===== src/rtl/iic_init_seq.sv =====
// -----------------------------------------------------------------------------
// iic_init_seq
//   Boot-time register loader for the I2C master. After a start pulse it waits
//   PWRUP_CYCLES, then walks an external (reg_addr, reg_data) table. Each entry
//   becomes one write on the master's wr_req/wr_fin handshake. An entry whose
//   address is 8'hFF is a delay of tbl_data * DELAY_UNIT cycles. A failed write
//   (nack, timeout, or verify miss) is retried up to RETRY_MAX times. After that
//   the sequencer stops in ERROR and reports the failing index.
//
//   Optional feature macro: IIC_VERIFY_EN
//     Defined: each acked write is read back and compared.
//     Undefined: rd_req and rd_addr stay 0, and the rd_* inputs are unused.
//
// Ports
//   clk, reset_n        clock, asynchronous active-low reset
//   start               pulse; accepted only in IDLE, DONE or ERROR
//   tbl_idx             table index; tbl_addr/tbl_data return combinationally
//   tbl_addr, tbl_data  entry contents (tbl_addr 8'hFF = delay entry)
//   wr_req/addr/data    write request to master (registered, held until wr_fin)
//   wr_fin, wr_ack      write-done pulse and ack, valid together
//   rd_req, rd_addr     read-back request (verify build only)
//   rd_data/fin/ack     read-back result, valid with rd_fin
//   busy, done, error   status levels; err_idx = failing entry while error
//   state_dbg           current FSM state, for checkers
//
// Handshake: a req is raised by the sequencer and held until the matching fin
// pulse or until TIMEOUT_CYCLES elapse. It is dropped by the clock edge that
// samples fin, and it is never raised again in the same cycle. The master
// therefore always sees req low between transactions. A fin that arrives
// while no req is outstanding is ignored.
// -----------------------------------------------------------------------------
module iic_init_seq #(
  parameter int NUM_ENTRIES    = 16,
  parameter int PWRUP_CYCLES   = 1_000_000,
  parameter int DELAY_UNIT     = 100_000,
  parameter int TIMEOUT_CYCLES = 2_000_000,
  parameter int RETRY_MAX      = 3,
  localparam int IDX_W = (NUM_ENTRIES > 1) ? $clog2(NUM_ENTRIES) : 1
) (
  input  logic             clk,
  input  logic             reset_n,
  input  logic             start,
  output logic [IDX_W-1:0] tbl_idx,
  input  logic [7:0]       tbl_addr,
  input  logic [7:0]       tbl_data,
  output logic             wr_req,
  output logic [7:0]       wr_addr,
  output logic [7:0]       wr_data,
  input  logic             wr_fin,
  input  logic             wr_ack,
  output logic             rd_req,
  output logic [7:0]       rd_addr,
  input  logic [7:0]       rd_data,
  input  logic             rd_fin,
  input  logic             rd_ack,
  output logic             busy,
  output logic             done,
  output logic             error,
  output logic [IDX_W-1:0] err_idx,
  output logic [3:0]       state_dbg
);

  // One counter serves both the power-up wait and delay entries.
  localparam int DLY_MAX  = 255 * DELAY_UNIT;
  localparam int WAIT_MAX = (PWRUP_CYCLES > DLY_MAX) ? PWRUP_CYCLES : DLY_MAX;
  localparam int WAIT_W   = $clog2(WAIT_MAX + 1);
  localparam int TO_W     = $clog2(TIMEOUT_CYCLES + 1);
  localparam int RC_W     = (RETRY_MAX > 0) ? $clog2(RETRY_MAX + 1) : 1;

  typedef enum logic [3:0] {
    S_IDLE   = 4'd0,
    S_PWRUP  = 4'd1,
    S_FETCH  = 4'd2,
    S_DELAY  = 4'd3,
    S_WRITE  = 4'd4,
    S_VERIFY = 4'd5,
    S_RETRY  = 4'd6,
    S_NEXT   = 4'd7,
    S_DONE   = 4'd8,
    S_ERROR  = 4'd9
  } state_t;

  state_t            state;
  logic [WAIT_W-1:0] wait_cnt;
  logic [TO_W-1:0]   to_cnt;
  logic [RC_W-1:0]   retry_cnt;
  logic [WAIT_W-1:0] dly_load;
  logic              to_hit;

  assign state_dbg = state;
  assign dly_load  = WAIT_W'(32'(tbl_data) * 32'(DELAY_UNIT));
  // The last permitted req cycle. A req stays high for exactly TIMEOUT_CYCLES cycles.
  assign to_hit    = (to_cnt == TO_W'(TIMEOUT_CYCLES - 1));

`ifndef IIC_VERIFY_EN
  assign rd_req  = 1'b0;
  assign rd_addr = 8'h00;
  logic unused_rd;
  assign unused_rd = &{1'b0, rd_data, rd_fin, rd_ack};
`endif

  always_ff @(posedge clk or negedge reset_n) begin
    if (!reset_n) begin
      state     <= S_IDLE;
      tbl_idx   <= '0;
      err_idx   <= '0;
      wr_req    <= 1'b0;
      wr_addr   <= 8'h00;
      wr_data   <= 8'h00;
      busy      <= 1'b0;
      done      <= 1'b0;
      error     <= 1'b0;
      wait_cnt  <= '0;
      to_cnt    <= '0;
      retry_cnt <= '0;
`ifdef IIC_VERIFY_EN
      rd_req    <= 1'b0;
      rd_addr   <= 8'h00;
`endif
    end else begin
      case (state)
        S_IDLE, S_DONE, S_ERROR: begin
          if (start) begin
            state     <= S_PWRUP;
            busy      <= 1'b1;
            done      <= 1'b0;
            error     <= 1'b0;
            err_idx   <= '0;
            tbl_idx   <= '0;
            retry_cnt <= '0;
            wait_cnt  <= WAIT_W'(PWRUP_CYCLES - 1);
          end
        end
        S_PWRUP: begin
          if (wait_cnt == '0) state <= S_FETCH;
          else                wait_cnt <= wait_cnt - 1'b1;
        end
        S_FETCH: begin
          if (tbl_addr == 8'hFF) begin
            wait_cnt <= dly_load;
            state    <= S_DELAY;
          end else begin
            wr_addr <= tbl_addr;
            wr_data <= tbl_data;
            wr_req  <= 1'b1;
            to_cnt  <= '0;
            state   <= S_WRITE;
          end
        end
        S_DELAY: begin
          // Delay entries cannot fail, so they never enter RETRY.
          if (wait_cnt == '0) state <= S_NEXT;
          else                wait_cnt <= wait_cnt - 1'b1;
        end
        S_WRITE: begin
          if (wr_fin) begin
            wr_req <= 1'b0;
            if (wr_ack) begin
`ifdef IIC_VERIFY_EN
              rd_req  <= 1'b1;
              rd_addr <= wr_addr;
              to_cnt  <= '0;
              state   <= S_VERIFY;
`else
              state   <= S_NEXT;
`endif
            end else begin
              state <= S_RETRY;
            end
          end else if (to_hit) begin
            wr_req <= 1'b0;
            state  <= S_RETRY;
          end else begin
            to_cnt <= to_cnt + 1'b1;
          end
        end
`ifdef IIC_VERIFY_EN
        S_VERIFY: begin
          if (rd_fin) begin
            rd_req <= 1'b0;
            state  <= (rd_ack && (rd_data == wr_data)) ? S_NEXT : S_RETRY;
          end else if (to_hit) begin
            rd_req <= 1'b0;
            state  <= S_RETRY;
          end else begin
            to_cnt <= to_cnt + 1'b1;
          end
        end
`endif
        S_RETRY: begin
          if (retry_cnt < RC_W'(RETRY_MAX)) begin
            retry_cnt <= retry_cnt + 1'b1;
            state     <= S_FETCH;
          end else begin
            err_idx <= tbl_idx;
            error   <= 1'b1;
            busy    <= 1'b0;
            state   <= S_ERROR;
          end
        end
        S_NEXT: begin
          if (tbl_idx == IDX_W'(NUM_ENTRIES - 1)) begin
            done  <= 1'b1;
            busy  <= 1'b0;
            state <= S_DONE;
          end else begin
            tbl_idx   <= tbl_idx + 1'b1;
            retry_cnt <= '0;
            state     <= S_FETCH;
          end
        end
        default: state <= S_IDLE;
      endcase
    end
  end

endmodule


===== config.mk =====
export PLATFORM = sky130hd
export DESIGN_NAME = iic_init_seq
export DESIGN_NICKNAME = d
export VERILOG_FILES = /design/src/rtl/iic_init_seq.sv
export SDC_FILE = /design/constraint.sdc
export NUM_CORES = 1
export LEC_CHECK = 0
export CORE_ASPECT_RATIO = 0.7
export CORE_MARGIN = 3
export CORE_UTILIZATION = 35
export DETAILED_ROUTE_END_ITERATION = 8
export DONT_BUFFER_PORTS = 1
export SLEW_MARGIN = 40
export SYNTH_ARGS = -nofsm -noshare
export SYNTH_HDL_FRONTEND = slang
export SYNTH_SLANG_ARGS = --single-unit

===== constraint.sdc =====
create_clock -name clk -period 3.4 [get_ports clk]
set_clock_uncertainty 0.15 [all_clocks]
set_input_delay 0.51 -clock clk [delete_from_list [all_inputs] [get_ports clk]]
set_output_delay 0.51 -clock clk [all_outputs]
set_load 0.02 [all_outputs]

## Yosys cells after proc, flatten, opt, wreduce, memory -nomap -nowiden

Index checks and enable logic that the tools add are counted.

| word-level totals | value |
|---|---|
| ROM bits | 0 |
| output and inout port bits | 41 |
| bits in registers | 80 |
| RAM bits | 0 |
| bits in latches | 0 |
| memories kept | 0 |

| operators by class | value |
|---|---|
| multipliers | 1 |
| equality and inequality tests | 24 |
| multiplexer cells | 40 |
| $add $sub $neg | 4 |
| divide/modulo/power cells | 0 |
| reduce and logical (&&, ||, !) cells | 19 |
| $lt $le $gt $ge | 1 |
| shift-type cells | 0 |
| bitwise logic cells | 1 |

Operators with widths:

| cell | number |
|---|---|
| $mux W25 | 3 |
| $pmux W25 S3 | 1 |
| $mux W21 | 3 |
| $pmux W21 S2 | 1 |
| $mux W4 | 10 |
| $pmux W4 S7 | 1 |
| $logic_not A25 Y1 | 1 |
| $sub A25 B1 Y25 const B | 1 |
| $ne A2 B2 Y1 const B | 12 |
| $add A21 B1 Y21 const B | 1 |
| $eq A21 B21 Y1 const B | 1 |
| $mul A8 B12 Y20 const B | 1 |
| $reduce_and A4 Y1 | 5 |
| $pmux W4 S2 | 2 |
| $eq A4 B3 Y1 const B | 3 |
| $eq A4 B4 Y1 const B | 3 |
| $reduce_and A3 Y1 | 4 |
| $mux W1 | 10 |
| $eq A4 B2 Y1 const B | 2 |
| $eq A8 B8 Y1 const B | 1 |
| $mux W2 | 3 |
| $pmux W1 S2 | 3 |
| $pmux W2 S3 | 1 |
| $reduce_bool A2 Y1 | 3 |
| other kinds (13) | 14 |

## Longest topological paths before layout

Gate-level depths: netlist of run 1.

| depth | value |
|---|---|
| word-level depth | 4 |
| depth in mapped cells | 14 |
| depth with buffers taken out | 14 |

## Worst setup path before layout of run 1

OpenSTA, ideal clock, no wires.

| path | value |
|---|---|
| path kind | input -> register |
| start | input port tbl_data[2] |
| end | register wait_cnt[23] |
| path slack | -623 ps |
| library setup time | 125 ps |
| arrival time | 3748 ps |
| path buffers | 0 |
| stages | 14 |
| path through | ha_1 > ha_1 > inv_1 > fa_1 > inv_1 > fa_1 > ha_1 > a21o_1 > a221oi_1 > o31ai_1 > o22ai_1 > xor2_1 > o32a_1 > o22ai_1 |

| between the ends | value |
|---|---|
| word-level cells in the longest chain between the ends | 3 |

Ends and longest elaborated chain:

| element | line | source |
|---|---|---|
| from (decl) | 45 | `input logic [7:0] tbl_data,` |
| $mul A8 B12 Y20 | 91 | `assign dly_load = WAIT_W'(32'(tbl_data) * 32'(DELAY_UNIT));` |
| $mux W25 | 139 | `if (tbl_addr == 8'hFF) begin` |
| $pmux W25 S3 | 121 | `case (state)` |
| to (signal assigned) | 131 | `wait_cnt <= WAIT_W'(PWRUP_CYCLES - 1);` |
| to (signal assigned) | 136 | `else wait_cnt <= wait_cnt - 1'b1;` |
| to (signal assigned) | 140 | `wait_cnt <= dly_load;` |
| to (decl) | 84 | `logic [WAIT_W-1:0] wait_cnt;` |

No other way between the ends. The select of a mux whose other input is x is not followed.
A chain may end at the register's enable or synchronous reset.

## Final worst setup path of run 1

| path | value |
|---|---|
| start | input port tbl_data[4] |
| end | register wait_cnt[24] |

Same word-level chain as after synthesis.

==> results.rst, run 1 <==
.. list-table::
   :header-rows: 1

   * - Metric
     - Value
   * - Status
     - finished clean
   * - Area contributors post-synth
     - dfrtp_1, ha_1, nand2_1
   * - Mapped Avg Cell Area
     - 8.81 µm²
   * - CP required
     - 3.53 ns
   * - Clock root buffer
     - clkbuf_16
   * - Max Root-Sink Buffers
     - 2
   * - Fraction of layout instances using a drive strength above 1
     - 0.164
   * - Post-Layout Cell Count
     - 884
   * - Total inserted antenna cells
     - 0
   * - Worst slew margin relative to its limit
     - 0.518
   * - Worst setup path start
     - tbl_data[4]
   * - Final WS setup
     - 0.0122 ns
   * - Gate Count Post-Synth
     - 641
   * - Number of I/O port buffers
     - 0
   * - TritonCTS Sinks
     - 80
   * - Highest fanout seen on the critical path
     - 5
   * - Crit. End Element
     - register
   * - Clock transition at the registers of the reported paths
     - 0.06 ns
   * - First-pass GRT wire length
     - 24500 µm
   * - Total congestion overflow
     - 0
   * - Crit-path cells
     - ha_4 > ha_4 > inv_2 > fa_1 > inv_1 > fa_2 > ha_4 > a21o_1 > a21oi_2 > a2111oi_2 > nor2_2 > and2_4 > a2111o_1 > nand3_1
   * - Cell depth of the worst hold path
     - 2
   * - Count of endpoints failing hold in the final timing report
     - 0
   * - Initial antenna violation count
     - 0
   * - Count of endpoints failing setup in the final report
     - 0
   * - Category of the critical setup timing path
     - input pin to register
   * - Die footprint
     - 17700 µm²
   * - Via-per-instance ratio
     - 5.51
   * - Total power divided by cell area
     - 734 nW/µm²
   * - Routability-driven placement congestion ratio
     - 0.921
   * - Final critical delay including setup and external delays
     - 3.39 ns
   * - Max Cap Violations
     - 0
   * - Dominant cell type by area after synthesis
     - dfrtp_1
   * - Gate family responsible for the most delay along the worst path
     - adder cells
   * - Cell leakage power
     - 3.02 nW
   * - Average wire per cell in the routed design
     - 16.7 µm
   * - Placement-stage worst setup slack
     - -0.403 ns
   * - DRT Wirelength
     - 14800 µm
   * - Number of flops mapped to enable cells by yosys
     - 0
   * - Part of the Yosys area used for sequential elements
     - 0.355
   * - Num CTS Buffers
     - 9
   * - Crit path buf inv count
     - 2
   * - Overall routing resource usage
     - 0.170
   * - Number of cells on the critical path
     - 14
   * - Number of filler instances in the final layout
     - 1511
   * - Post-synthesis register bit count
     - 80
   * - R2r worst-path depth
     - 8
   * - Number of levels in the clock H-tree
     - 3
   * - Maximum achievable frequency
     - 295 MHz
   * - Highest cell delay on the worst timing path
     - 0.54 ns
   * - Die Ht
     - 112 µm
   * - Async set-reset flop share out of synthesis
     - 1.00
   * - Number of cells in the design after placement
     - 862
   * - Max Transition Viols Final
     - 0
   * - Number of warnings issued by yosys
     - 0
   * - Largest net degree at the start of global routing
     - 81
   * - Hold Startpoint
     - tbl_addr[4]
   * - Launching point of the worst reg2reg path
     - wait_cnt[9]$_DFFE_PN0P_
   * - Top-area cell type share of the netlist area
     - 0.355
   * - Critical path startpoint category
     - input pin
   * - Slew of the pin with the lowest slew margin
     - 0.720 ns
   * - Number of global-route vias before repair
     - 4769
   * - Maximum resistive drop on vdd
     - 0.000362 V
   * - Worst-path cell with the longest stage delay
     - fa_2
   * - Area added between synthesis and finish
     - 19.5%
   * - Critical path's most frequent cell
     - ha_4
   * - Post-route clock period utilization
     - 0.996
   * - Detailed placer's ending HPWL
     - 11100 µm
   * - Post-synthesis cell area
     - 5640 µm²
   * - Site row count
     - 38
   * - Worst endpoint data arrival time
     - 3.51 ns
   * - Hold/Removal Path Class
     - input pin to register
   * - RSZ-0062 raised after global routing
     - true
   * - Core region area
     - 15600 µm²
   * - Clock tree from TritonCTS
     - done
   * - Vias
     - 4867
   * - DRC violations left
     - 0
   * - Initial DRC count
     - 393
   * - Final-stage net count
     - 779
   * - Drt first pass iters
     - 6
   * - Setup TNS
     - 0 ns
   * - Number of distinct library cells after synthesis
     - 65
   * - Number of nets with antenna violations after detailed routing
     - 0
   * - Final cell utilization of the core
     - 0.431
   * - Clock latency at the later pin of the worst-skew pair
     - 0.34 ns
   * - Initial Util
     - 0.361
   * - Horizontal extent of the die
     - 158 µm
   * - I/O pin total
     - 72
   * - Most common flop cell mapped by yosys
     - dfrtp_1
==> routing by layer <==
metal,global-route usage,part of all wire,up-vias
met5,0,0,-
met4,0.0341,0.012,0
met3,0.0432,0.053,18
met2,0.239,0.42,150
met1,0.264,0.52,2354
li1,-,-,2345
==> worst register-to-register path, cell delays in order (launching register included) <==
cell	delay, ns
dfrtp_1	0.44
or4_4	0.59
or4_1	0.50
nor4_4	0.46
a21oi_1	0.27
buf_4	0.26
o22a_1	0.20
o31ai_1	0.06
a21oi_1	0.06
==> cell families after synthesis <==
logic type / Yosys count / synth area share
adder cells (fa/ha/maj): 69 / 0.169
XOR/XNOR: 24 / 0.0372
flip-flops: 80 / 0.355
AO/OA/AOI/OAI: 157 / 0.170
AND/OR/NAND/NOR: 259 / 0.219
other: 1 / 0.000664
multiplexers: 6 / 0.0117
buffers and inverters: 45 / 0.0372
==> final timing paths <==
check,end,slack [ns]
worst max register to register,wait_cnt[22]$_DFFE_PN0P_,0.29
min in group asynchronous,tbl_idx[0]$_DFFE_PN0P_,0.58
max in group asynchronous,to_cnt[19]$_DFFE_PN0P_,2.18
worst min-delay path,wr_addr[4]$_DFFE_PN0P_,0.12
worst max-delay path,wait_cnt[24]$_DFFE_PN0P_,0.01
worst min register to register,to_cnt[16]$_DFFE_PN0P_,0.35
==> report_power, final <==
part | leakage [nW] | switching (W) | internal [W] | total [W]
Combinational | 1.85 | 0.00141 | 0.00105 | 0.00246
Sequential | 1.02 | 0.000324 | 0.00119 | 0.00151
Clock | 0.146 | 0.000407 | 0.000569 | 0.000976
Total | 3.02 | 0.00214 | 0.00281 | 0.00495
==> registers in the layout, summed over array words and instances, names as in the netlist <==
name	cells
done	1
wr_req	1
retry_cnt	2
wr_addr	8
wr_data	8
state_dbg	4
wait_cnt	25
busy	1
tbl_idx	4
error	1
err_idx	4
to_cnt	21
==> repair_timing <==
item | in CTS | in global routing
pin swaps | 2 | 3
resized for setup | 4 | 3
endpoints found under the hold margin | 80 | 0
setup buffers | 0 | 4
hold buffers | 2 | 0
cloned | 0 | 0
endpoints found under the setup margin | 4 | 5
==> cell usage after synthesis, types with 4 or more instances <==
cell	number
nor2_1	52
nor4_1	4
or3_1	7
o31ai_1	5
nand2_1	99
o22ai_1	5
nand3_1	27
fa_1	12
o21ai_0	53
buf_4	10
or2_2	4
o21a_1	4
nand4_1	5
a21oi_1	43
xnor2_1	8
nor3_1	20
ha_1	57
mux2i_1	4
o22a_1	6
dfrtp_1	80
and3_1	9
clkbuf_1	19
nor2b_1	7
a22oi_1	4
a31oi_1	4
inv_1	13
and2_1	4
xor2_1	16
a21o_1	10
==> cell usage in the layout (no fill, tap or decap), drive strengths merged, types with 10 or more instances in the layout <==
cell type,count
o21ai,54
inv,14
nor2,52
dfrtp,80
ha,57
a21o,10
buf,50
xor2,16
a21oi,44
nand3,27
nand2,99
fa,12
nor3,20
==> final cells by class <==
class | instances | area, µm² | area share
Timing Repair Buffer | 51 | 405 | 0.0601
Sequential cell | 80 | 2000 | 0.297
Tap cell | 200 | 250 | 0.0371
Inverter | 13 | 51.3 | 0.00761
Clock buffer | 9 | 225 | 0.0334
Multi-Input combinational cell | 524 | 3740 | 0.555
Clock inverter | 7 | 70.1 | 0.0104
==> metrics by stage <==
step	hold WS, ns	total power, W	area [µm²]
after detailed placement	0.0682	0.00388	6320
after floorplan	0.0644	0.00314	5860
final	0.122	0.00495	6750
after global routing	0.117	0.00532	6750
after global placement	0.0681	0.00381	6310
after CTS	0.113	0.00493	6690
Power figures use the tool's default switching activity.
==> inputs of run 2 (changes only) <==
==> constraint.sdc (replaced) <==
create_clock -name clk -period 3.2 [get_ports clk]
set_clock_uncertainty 0.15 [all_clocks]
set_input_delay 0.48 -clock clk [delete_from_list [all_inputs] [get_ports clk]]
set_output_delay 0.48 -clock clk [all_outputs]
set_load 0.02 [all_outputs]
==> run 2 against run 1 <==
  * The flow now finishes with violations (setup timing)
  * Sequential power grew 6%
  * Utilization grew 0.44 points
  * Design area grew 1.0%
  * Clock power grew 9%
  * Global-route usage shrank 0.27 points
  * First-iteration DRC count shrank 8.4%
  * Non-clock buffer count grew 12
  * Worst setup slack lost 0.17 ns
  * Sequential share of layout area shrank 0.30 points
  * Final cell count grew 1.4%
  * Die area is the same
==> results.rst, run 2 (synthesis results as in run 1) <==
.. list-table::
   :header-rows: 1

   * - Metric
     - Value
   * - Largest net degree at the start of global routing
     - 81 (unchanged)
   * - Worst-path cell with the longest stage delay
     - fa_2
   * - Total inserted antenna cells
     - 0 (unchanged)
   * - Maximum achievable frequency
     - 298 MHz
   * - Worst endpoint data arrival time
     - 3.49 ns (-0.02 ns)
   * - Die footprint
     - 17700 µm² (unchanged)
   * - Initial DRC count
     - 360 (-8.4%)
   * - Core region area
     - 15600 µm² (unchanged)
   * - Commonest cells after routing, fill and taps aside
     - nand2_1, dfrtp_1, buf_4
   * - Overall routing resource usage
     - 0.168 (-0.00268)
   * - Reg2reg end
     - wait_cnt[23]$_DFFE_PN0P_
   * - Critical path startpoint category
     - input pin
   * - Drt first pass iters
     - 5 (-1)
   * - Hold/Removal Path Class
     - input pin to register
   * - Worst setup path start
     - tbl_data[4]
   * - DRC violations left
     - 0 (unchanged)
   * - Sw Pwr
     - 0.00226 W (+5.4%)
   * - Fraction of layout instances using a drive strength above 1
     - 0.175 (+0.0115)
   * - Routability-driven placement congestion ratio
     - 0.879 (-4.6%)
   * - Post-route clock period utilization
     - 1.05
   * - Clock transition at the registers of the reported paths
     - 0.06 ns (about the same)
   * - Crit path buf inv count
     - 2 (unchanged)
   * - Via-per-instance ratio
     - 5.41 (-1.8%)
   * - Category of the critical setup timing path
     - input pin to register
   * - Fraction of power spent switching nets
     - 0.427 (-0.00644)
   * - Horizontal extent of the die
     - 158 µm (unchanged)
   * - Number of I/O port buffers
     - 0 (unchanged)
   * - First-pass GRT wire length
     - 24100 µm (-1.8%)
   * - Total internal power
     - 0.00304 W (+8.2%)
   * - Clock tree from TritonCTS
     - done
   * - Final-stage net count
     - 791 (+1.5%)
   * - Number of filler instances in the final layout
     - 1492 (-1.3%)
   * - Status
     - finished with violations
   * - Max Transition Viols Final
     - 0 (unchanged)
   * - Maximum resistive drop on vdd
     - 0.000307 V (-15%)
   * - Clock root buffer
     - clkbuf_16
   * - Highest cell delay on the worst timing path
     - 0.54 ns (about the same)
   * - Final WS setup
     - -0.160 ns (-0.172 ns)
   * - CP required
     - 3.33 ns (-0.20 ns)
   * - Initial Util
     - 0.361 (unchanged)
   * - Total congestion overflow
     - 0 (unchanged)
   * - Violated checks
     - setup timing
   * - Setup TNS
     - -0.806 ns (-0.806 ns)
   * - Crit-path cells
     - ha_4 > ha_4 > inv_2 > fa_1 > inv_1 > fa_2 > ha_4 > a21o_1 > a21oi_2 > a2111oi_2 > nor2_1 > and2_4 > a2111o_1 > nand3_1
   * - Clock latency at the later pin of the worst-skew pair
     - 0.34 ns (about the same)
   * - R2r worst-path depth
     - 8 (unchanged)
   * - Gate family responsible for the most delay along the worst path
     - adder cells
   * - Endpoint of the most critical setup path
     - wait_cnt[24]$_DFFE_PN0P_
   * - Initial antenna violation count
     - 0 (unchanged)
   * - Number of flip-flops under the largest register name
     - 25 (unchanged)
   * - Critical path's most frequent cell
     - ha_4
   * - Launching point of the worst reg2reg path
     - wait_cnt[9]$_DFFE_PN0P_
   * - Proportion of power drawn by the clock network
     - 0.201 (+0.004)
   * - TritonCTS Sinks
     - 80 (unchanged)
   * - Site row count
     - 38 (unchanged)
   * - Cell leakage power
     - 3.07 nW (+1.9%)
   * - Slew of the pin with the lowest slew margin
     - 0.761 ns (+0.0410 ns)
   * - Max Root-Sink Buffers
     - 2 (unchanged)
   * - Register bank with the most flops
     - wait_cnt
   * - Hold Startpoint
     - tbl_addr[6]
   * - Highest fanout seen on the critical path
     - 5 (unchanged)
   * - Vias
     - 4844 (-0.47%)
   * - Sequential cell area in the final layout
     - 2000 µm² (unchanged)
   * - Number of nets with antenna violations after detailed routing
     - 0 (unchanged)
   * - Count of endpoints failing setup in the final report
     - 11 (+11)
   * - Max Cap Violations
     - 0 (unchanged)
   * - Average wire per cell in the routed design
     - 16.4 µm (-1.9%)
   * - Num CTS Buffers
     - 9 (unchanged)
   * - Number of levels in the clock H-tree
     - 3 (unchanged)
   * - Count of endpoints failing hold in the final timing report
     - 0 (unchanged)
   * - I/O pin total
     - 72 (unchanged)
   * - Detailed placer's ending HPWL
     - 11200 µm (+1.1%)
   * - Crit. End Element
     - register
   * - Post-Route Hold Slack
     - 0.0913 ns (-0.0304 ns)
   * - Total area of multi-input combinational cells
     - 3710 µm² (-0.80%)
   * - Worst slew margin relative to its limit
     - 0.489 (-0.0296)
   * - Total power divided by cell area
     - 777 nW/µm² (+5.9%)
   * - Slack of the worst reg-to-reg path
     - 0.26 ns (-0.03 ns)
   * - Power share of the sequential group
     - 0.301 (-0.005)
   * - Number of cells on the critical path
     - 14 (unchanged)
   * - Most common library cell in the layout ignoring fill and taps
     - nand2_1
   * - Area added between synthesis and finish
     - 20.7%
   * - DRT Wirelength
     - 14700 µm (-0.57%)
   * - Final critical delay including setup and external delays
     - 3.36 ns
   * - Registers with the most flip-flops
     - wait_cnt (25), to_cnt (21)
   * - Number of global-route vias before repair
     - 4745 (-0.50%)
   * - Placement-stage worst setup slack
     - -0.564 ns (-0.161 ns)
   * - Part of the total power dissipated in combinational logic
     - 0.498 (about the same)
   * - Die Ht
     - 112 µm (unchanged)
   * - RSZ-0062 raised after global routing
     - true
==> run 2: cell count changes in the layout (fill, tap and decap cells not counted), moves of 2 or more <==
cell / change
nand2_1: -2
buf_4: +12
o21ai_0: -2
xnor2_1: -2
inv_6: +2
clkinv_2: -2
xnor2_2: +2
nand2_2: +2
==> run 2: repair_timing <==
| item | in CTS | in global routing |
|---|---|---|
| pin swaps | 10 | 11 |
| endpoints found under the setup margin | 8 | 15 |
| resized for setup | 4 | 3 |
| hold buffers | 2 | 0 |
| buffers inserted | 2 | 1 |
| hold endpoints to repair | 80 | 0 |
==> run 2: power groups by stage <==
stage                     Sequential (W)  Clock, W  Combinational [W]
after CTS                        0.00160   0.00109            0.00261
after global routing             0.00163   0.00113            0.00294
final                            0.00160   0.00106            0.00264
after global placement           0.00160         0            0.00246
after floorplan                  0.00159         0            0.00175
after detailed placement         0.00162         0            0.00253
==> run 2: layout make-up <==
| type | count | share of cell area |
|---|---|---|
| Clock inverter | 5 | 0.00900 |
| Timing Repair Buffer | 63 | 0.0727 |
| Clock buffer | 11 | 0.0356 |
| Inverter | 13 | 0.00753 |
| Tap cell | 200 | 0.0367 |
| Multi-Input combinational cell | 524 | 0.545 |
| Sequential cell | 80 | 0.294 |
==> run 2: routing by layer <==
layer | GRT usage | vias to the layer above | wire length, µm
li1 | - | 2381 | -
met1 | 0.248 | 2313 | 7350
met2 | 0.244 | 132 | 6230
met3 | 0.0382 | 18 | 862
met4 | 0.0480 | 0 | 231
met5 | 0 | - | 0
==> run 2: metrics by stage <==
step	cells	instance area (µm²)	util	total power [W]
global route	896	6810	0.436	0.00571
CTS	895	6780	0.433	0.00530
global placement	875	6410	0.410	0.00407
floorplan	649	5870	-	0.00334
finish	896	6810	0.436	0.00530
detailed placement	875	6410	0.410	0.00415
==> run 2: how the worst min path moves through the flow <==
stage	endpoint	slack (ns)	depth (start not counted)
after floorplan	busy$_DFFE_PN0P_	0.03	0
after global placement	tbl_idx[2]$_DFFE_PN0P_	0.04	0
after detailed placement	err_idx[0]$_DFFE_PN0P_	0.04	0
after CTS	wr_addr[7]$_DFFE_PN0P_	0.08	2
after global routing	wr_addr[7]$_DFFE_PN0P_	0.08	2
final	wr_addr[6]$_DFFE_PN0P_	0.09	2
==> run 2: worst register-to-register path: stages (launching register included) <==
cell	delay, ns
dfrtp_1	0.43
or4_4	0.57
or4_1	0.50
nor4_4	0.31
buf_4	0.20
a21o_1	0.27
buf_4	0.24
a21oi_1	0.06
o22ai_1	0.14
==> inputs of run 3 (changes only) <==
--- a/config.mk
+++ b/config.mk
@@ -5,11 +5,13 @@
 export SDC_FILE = /design/constraint.sdc
 export NUM_CORES = 1
 export LEC_CHECK = 0
+export CAP_MARGIN = 20
 export CORE_ASPECT_RATIO = 0.7
 export CORE_MARGIN = 3
-export CORE_UTILIZATION = 35
+export CORE_UTILIZATION = 65
 export DETAILED_ROUTE_END_ITERATION = 8
 export DONT_BUFFER_PORTS = 1
+export PLACE_DENSITY = 0.81
 export SLEW_MARGIN = 40
 export SYNTH_ARGS = -nofsm -noshare
 export SYNTH_HDL_FRONTEND = slang
==> constraint.sdc (replaced) <==
create_clock -name clk -period 3.6 [get_ports clk]
set_clock_uncertainty 0.15 [all_clocks]
set_input_delay 0.54 -clock clk [delete_from_list [all_inputs] [get_ports clk]]
set_output_delay 0.54 -clock clk [all_outputs]
set_load 0.02 [all_outputs]
==> run 3 against run 2 <==
  * The flow now finishes without violations
  * Die area shrank 44%
  * Design area is 3.5% lower
  * Clock power decreased by 11%
  * Critical path type unchanged
==> results.rst, run 3 (synthesis results as in run 1) <==
.. list-table::
   :header-rows: 1

   * - Metric
     - Value
   * - Final WS setup
     - 0.0958 ns (+0.256 ns)
   * - Final-stage net count
     - 775 (-2.0%)
   * - Cell leakage power
     - 2.99 nW (-2.7%)
   * - Registers with the most flip-flops
     - wait_cnt (25), to_cnt (21)
   * - Crit path buf inv count
     - 0 (-2)
   * - Routability-driven placement congestion ratio
     - 0.894 (+1.7%)
   * - Initial antenna violation count
     - 0 (unchanged)
   * - Max Cap Violations
     - 0 (unchanged)
   * - Setup TNS
     - 0 ns (+0.806 ns)
   * - DRT Wirelength
     - 14900 µm (+1.7%)
   * - Worst endpoint data arrival time
     - 3.63 ns (+0.14 ns)
   * - Site row count
     - 27 (-29%)
   * - Max Root-Sink Buffers
     - 2 (unchanged)
   * - Largest net degree at the start of global routing
     - 81 (unchanged)
   * - Fraction of layout instances using a drive strength above 1
     - 0.150 (-0.0253)
   * - Die Ht
     - 84.0 µm (-25%)
   * - Register bank with the most flops
     - wait_cnt
   * - Horizontal extent of the die
     - 117 µm (-26%)
   * - Count of endpoints failing setup in the final report
     - 0 (-11)
   * - Post-Layout Cell Count
     - 796 (-11%)
   * - Slew of the pin with the lowest slew margin
     - 0.738 ns (-0.0229 ns)
   * - Area of all placed cells without fillers
     - 6570 µm² (-3.5%)
   * - Maximum achievable frequency
     - 285 MHz
   * - Core region area
     - 8140 µm² (-48%)
   * - DRC violations left
     - 0 (unchanged)
   * - Clock tree from TritonCTS
     - done
   * - Most common library cell in the layout ignoring fill and taps
     - nand2_1
   * - Critical path startpoint category
     - input pin
   * - Final critical delay including setup and external delays
     - 3.50 ns
   * - Count of endpoints failing hold in the final timing report
     - 0 (unchanged)
   * - Number of cells in the design after placement
     - 778 (-11%)
   * - Initial DRC count
     - 606 (+68%)
   * - First-pass GRT wire length
     - 24500 µm (+2.0%)
   * - I/O pin total
     - 72 (unchanged)
   * - Detailed placer's ending HPWL
     - 10900 µm (-2.8%)
   * - Worst-path cell with the longest stage delay
     - fa_1
   * - Via-per-instance ratio
     - 6.41 (+19%)
   * - Number of levels in the clock H-tree
     - 3 (unchanged)
   * - Area added between synthesis and finish
     - 16.4%
   * - Category of the critical setup timing path
     - input pin to register
   * - Initial Util
     - 0.693 (+0.332)
   * - Die footprint
     - 9860 µm² (-44%)
   * - Placement-stage worst setup slack
     - -0.209 ns (+0.354 ns)
   * - Number of global-route vias before repair
     - 4952 (+4.4%)
   * - Number of nets with antenna violations after detailed routing
     - 0 (unchanged)
   * - Average wire per cell in the routed design
     - 18.7 µm (+14%)
   * - Number of I/O port buffers
     - 0 (unchanged)
   * - Hold/Removal Path Class
     - input pin to register
   * - Highest fanout seen on the critical path
     - 5 (unchanged)
   * - Total power divided by cell area
     - 710 nW/µm² (-8.7%)
   * - Worst slew margin relative to its limit
     - 0.508 (+0.0191)
   * - Crit-path cells
     - ha_4 > fa_1 > fa_1 > ha_1 > ha_1 > nand2_1 > a2111oi_2 > nor2_2 > and2_4 > a2111o_1 > nand3_1
   * - DP Area
     - 6200 µm² (-3.2%)
   * - Highest cell delay on the worst timing path
     - 0.46 ns (-0.08 ns)
   * - Commonest cells after routing, fill and taps aside
     - nand2_1, dfrtp_1, o21ai_0
   * - Vias
     - 5100 (+5.3%)
   * - Clock transition at the registers of the reported paths
     - 0.06 ns (about the same)
   * - Total congestion overflow
     - 0 (unchanged)
   * - Maximum resistive drop on vdd
     - 0.000425 V (+38%)
   * - Gate family responsible for the most delay along the worst path
     - adder cells
   * - Num CTS Buffers
     - 9 (unchanged)
   * - RSZ-0062 raised after global routing
     - false
   * - Total inserted antenna cells
     - 0 (unchanged)
   * - Clock latency at the later pin of the worst-skew pair
     - 0.34 ns (about the same)
   * - Overall routing resource usage
     - 0.306 (+0.138)
   * - Status
     - finished clean
   * - Drt first pass iters
     - 5 (unchanged)
   * - CP required
     - 3.73 ns (+0.40 ns)
   * - Number of flip-flops under the largest register name
     - 25 (unchanged)
   * - Crit. End Element
     - register
   * - Max Transition Viols Final
     - 0 (unchanged)
   * - Clock root buffer
     - clkbuf_16
   * - TritonCTS Sinks
     - 80 (unchanged)
   * - Post-route clock period utilization
     - 0.973
## run 3: changes by cell type in the layout (fill, tap and decap cells not counted), sizes merged
cell,change
buf,-16
clkinv,+2
inv,-2
## run 3: worst register-to-register path, stage by stage (launching register included)
cell and delay (ns):
dfrtp_1 0.44, or4_4 0.57, or4_1 0.58, nor4_4 0.49
or2b_1 0.18, a21oi_2 0.06, or2_4 0.25, mux2_4 0.29
## run 3: report_power, final
| group | switching [W] | internal, W |
|---|---|---|
| combinational | 0.00134 | 0.000954 |
| clock | 0.000381 | 0.000562 |
| sequential | 0.000306 | 0.00112 |
## run 3: path summary, 6_finish.rpt
path                                         start                  endpoint  slack (ns)  depth (start not counted)
min in group asynchronous                  reset_n   wait_cnt[9]$_DFFE_PN0P_        0.59                          2
max in group asynchronous                  reset_n    to_cnt[17]$_DFFE_PN0P_        2.36                          2
hold / removal                         tbl_data[4]    wr_data[4]$_DFFE_PN0P_        0.15                          2
setup reg to reg           wait_cnt[9]$_DFFE_PN0P_  state_dbg[0]$_DFFE_PN0P_        0.49                          7
hold reg to reg             to_cnt[16]$_DFFE_PN0P_    to_cnt[16]$_DFFE_PN0P_        0.36                          1
setup / recovery                       tbl_data[3]  wait_cnt[24]$_DFFE_PN0P_         0.1                         11
## run 3: final cells by class
class,instances,area [µm²]
clock buffers,11,243
clock inverters,5,65.1
fillers,526,1570
inverters,13,48.8
multi-input cells,524,3690
flip-flops and latches,80,2000
well taps,116,145
repair buffers,47,375
## run 3: through the flow
step	hold slack, ns	util	total power [W]
finish	0.153	0.807	0.00466
global route	0.155	0.807	0.00498
CTS	0.151	0.804	0.00460
detailed placement	0.0966	0.762	0.00363
global placement	0.0966	0.761	0.00352
floorplan	0.0944	-	0.00296
## run 3: per-layer routing
| metal | vias up | routed length, µm | track usage |
|---|---|---|---|
| met1 | 2459 | 6400 | 0.410 |
| li1 | 2352 | - | - |
| met2 | 264 | 6900 | 0.493 |
| met4 | 0 | 205 | 0.0841 |
| met3 | 25 | 1420 | 0.0813 |
| met5 | - | 0 | 0 |
## run 3: timing repair
item                                    CTS  global route
resized for setup                         0             3
hold buffers                              2             0
endpoints found under the setup margin    0             4
endpoints found under the hold margin    80             0
setup buffers                             0             0
==> RTL change: new RTL, settings of run 1 <==
Change the parameter `RETRY_MAX` from 3 to 6.
--- a/src/rtl/iic_init_seq.sv
+++ b/src/rtl/iic_init_seq.sv
@@ -34,7 +34,7 @@
   parameter int PWRUP_CYCLES   = 1_000_000,
   parameter int DELAY_UNIT     = 100_000,
   parameter int TIMEOUT_CYCLES = 2_000_000,
-  parameter int RETRY_MAX      = 3,
+  parameter int RETRY_MAX      = 6,
   localparam int IDX_W = (NUM_ENTRIES > 1) ? $clog2(NUM_ENTRIES) : 1
 ) (
   input  logic             clk,
Check against the original RTL: same outputs for any inputs over 10 cycles, from zero or initial values and one cycle with reset_n low; that may be too few to reach the edited logic, so the function may still have changed.
==> RTL change against run 1 <==
- the run now ends with setup timing left
- combinational power shrank 4%
- routed wire length grew 0.17%
- global-route usage shrank 0.14 points
- sequential power grew 9%
- sequential cell count grew 1
- worst setup slack lost 0.064 ns
- total power grew 2.4%
- sequential share of layout area grew 0.63 points
- area after synthesis grew 0.58%
- design area shrank 0.85%
- critical path type unchanged
- critical endpoint is now wait_cnt[22]
- largest cell class unchanged
- highest routed layer unchanged
==> RTL change: results (changes against run 1) <==
Outcome = complete, but fails checks (was completed)
Failing checks = setup timing
Routed WL per cell = 17.05 microns (was 16.70 microns)
Min setup slack post-route = -0.05211 ns (was 0.01225 ns)
Layout filler cell count = 1489 (was 1511)
Pre-Repair DR Iteration Count = 5 (was 6)
Vias per cell = 5.609 (was 5.506)
Synth top cells by count = 81 x dfrtp_1, 73 x nand2_1, 57 x ha_1 (was 99 x nand2_1, 80 x dfrtp_1, 57 x ha_1)
Met3 routed WL = 818 microns (was 788 microns)
Clock power frac = 20.7% (was 19.7%)
P_int = 2.903 mW (was 2.807 mW)
Routed WL = 14.78 mm (was 14.76 mm)
Met1 wire length = 7.240 mm (was 7.611 mm)
Actual slew at the worst max-slew pin = 0.7584 ns (was 0.7203 ns)
Met2 usage = 25.38% (was 23.87%)
Layout cell share with drive strength beyond 1 = 14.69% (was 16.37%)
Max incr delay on CP = 0.52 ns (was 0.54 ns)
Syn Inst Count = 624 (was 641)
Min-delay src = tbl_data[5] (was tbl_addr[4])
Placer Congestion = 0.8299 (was 0.9207)
P_leak = 2.985 nW (was 3.015 nW)
Slowest-stage cell, CP = fa_1 (was fa_2)
Nets@finish = 762 (was 779)
Hold Path End = wr_data[5] (was wr_addr[4])
Count of different cell masters after synthesis = 70 (was 65)
First-pass GRT wire length = 24.38 mm (was 24.49 mm)
Setup TNS = -0.1150 ns (was 0 ns)
CP Capture Point = wait_cnt[22] (was wait_cnt[24])
Syn-to-layout area delta = 17.81% (was 19.51%)
Post-Place Cells = 847 (was 862)
Comb power frac = 46.8% (was 49.7%)
PostCTS Resize Cnt = 1 (was 4)
Final setup fails = 4 (was 0)
Met1 GRT Util = 24.63% (was 26.42%)
Dpl cell area = 6272 sq um (was 6319 sq um)
[RTL change: cell count changes after synthesis, sizes merged, moves of 5 or more]
cell | run 1 | this run
nand2 | 99 | 73
nor3 | 20 | 15
nand3 | 27 | 19
a31oi | 4 | 10
o211ai | 2 | 8
nand4 | 5 | 16
inv | 13 | 18
and3 | 9 | 3
nor4 | 5 | 11
a21oi | 44 | 33
a22o | 1 | 6
[RTL change: area by class of cell]
class / count / share of cell area, %
clock inverter: 5 / 1.179
clock buffer: 11 / 3.630
timing repair buffer: 53 / 6.286
multi-input combinational: 499 / 53.84
sequential: 81 / 30.31
tap: 200 / 3.742
inverter: 18 / 1.010
[RTL change: kinds of logic (layout without fill, tap and decap cells)]
kind of cell,after synthesis,count (layout),share of synthesized area (%)
simple gates,229,229,20.12
other cells,1,9,0.06606
mux,3,3,0.6171
fa+ha+maj,69,69,16.80
flops,81,81,35.71
buf+inv,52,87,4.077
xor+xnor,27,27,4.166
compound gates,162,162,18.45
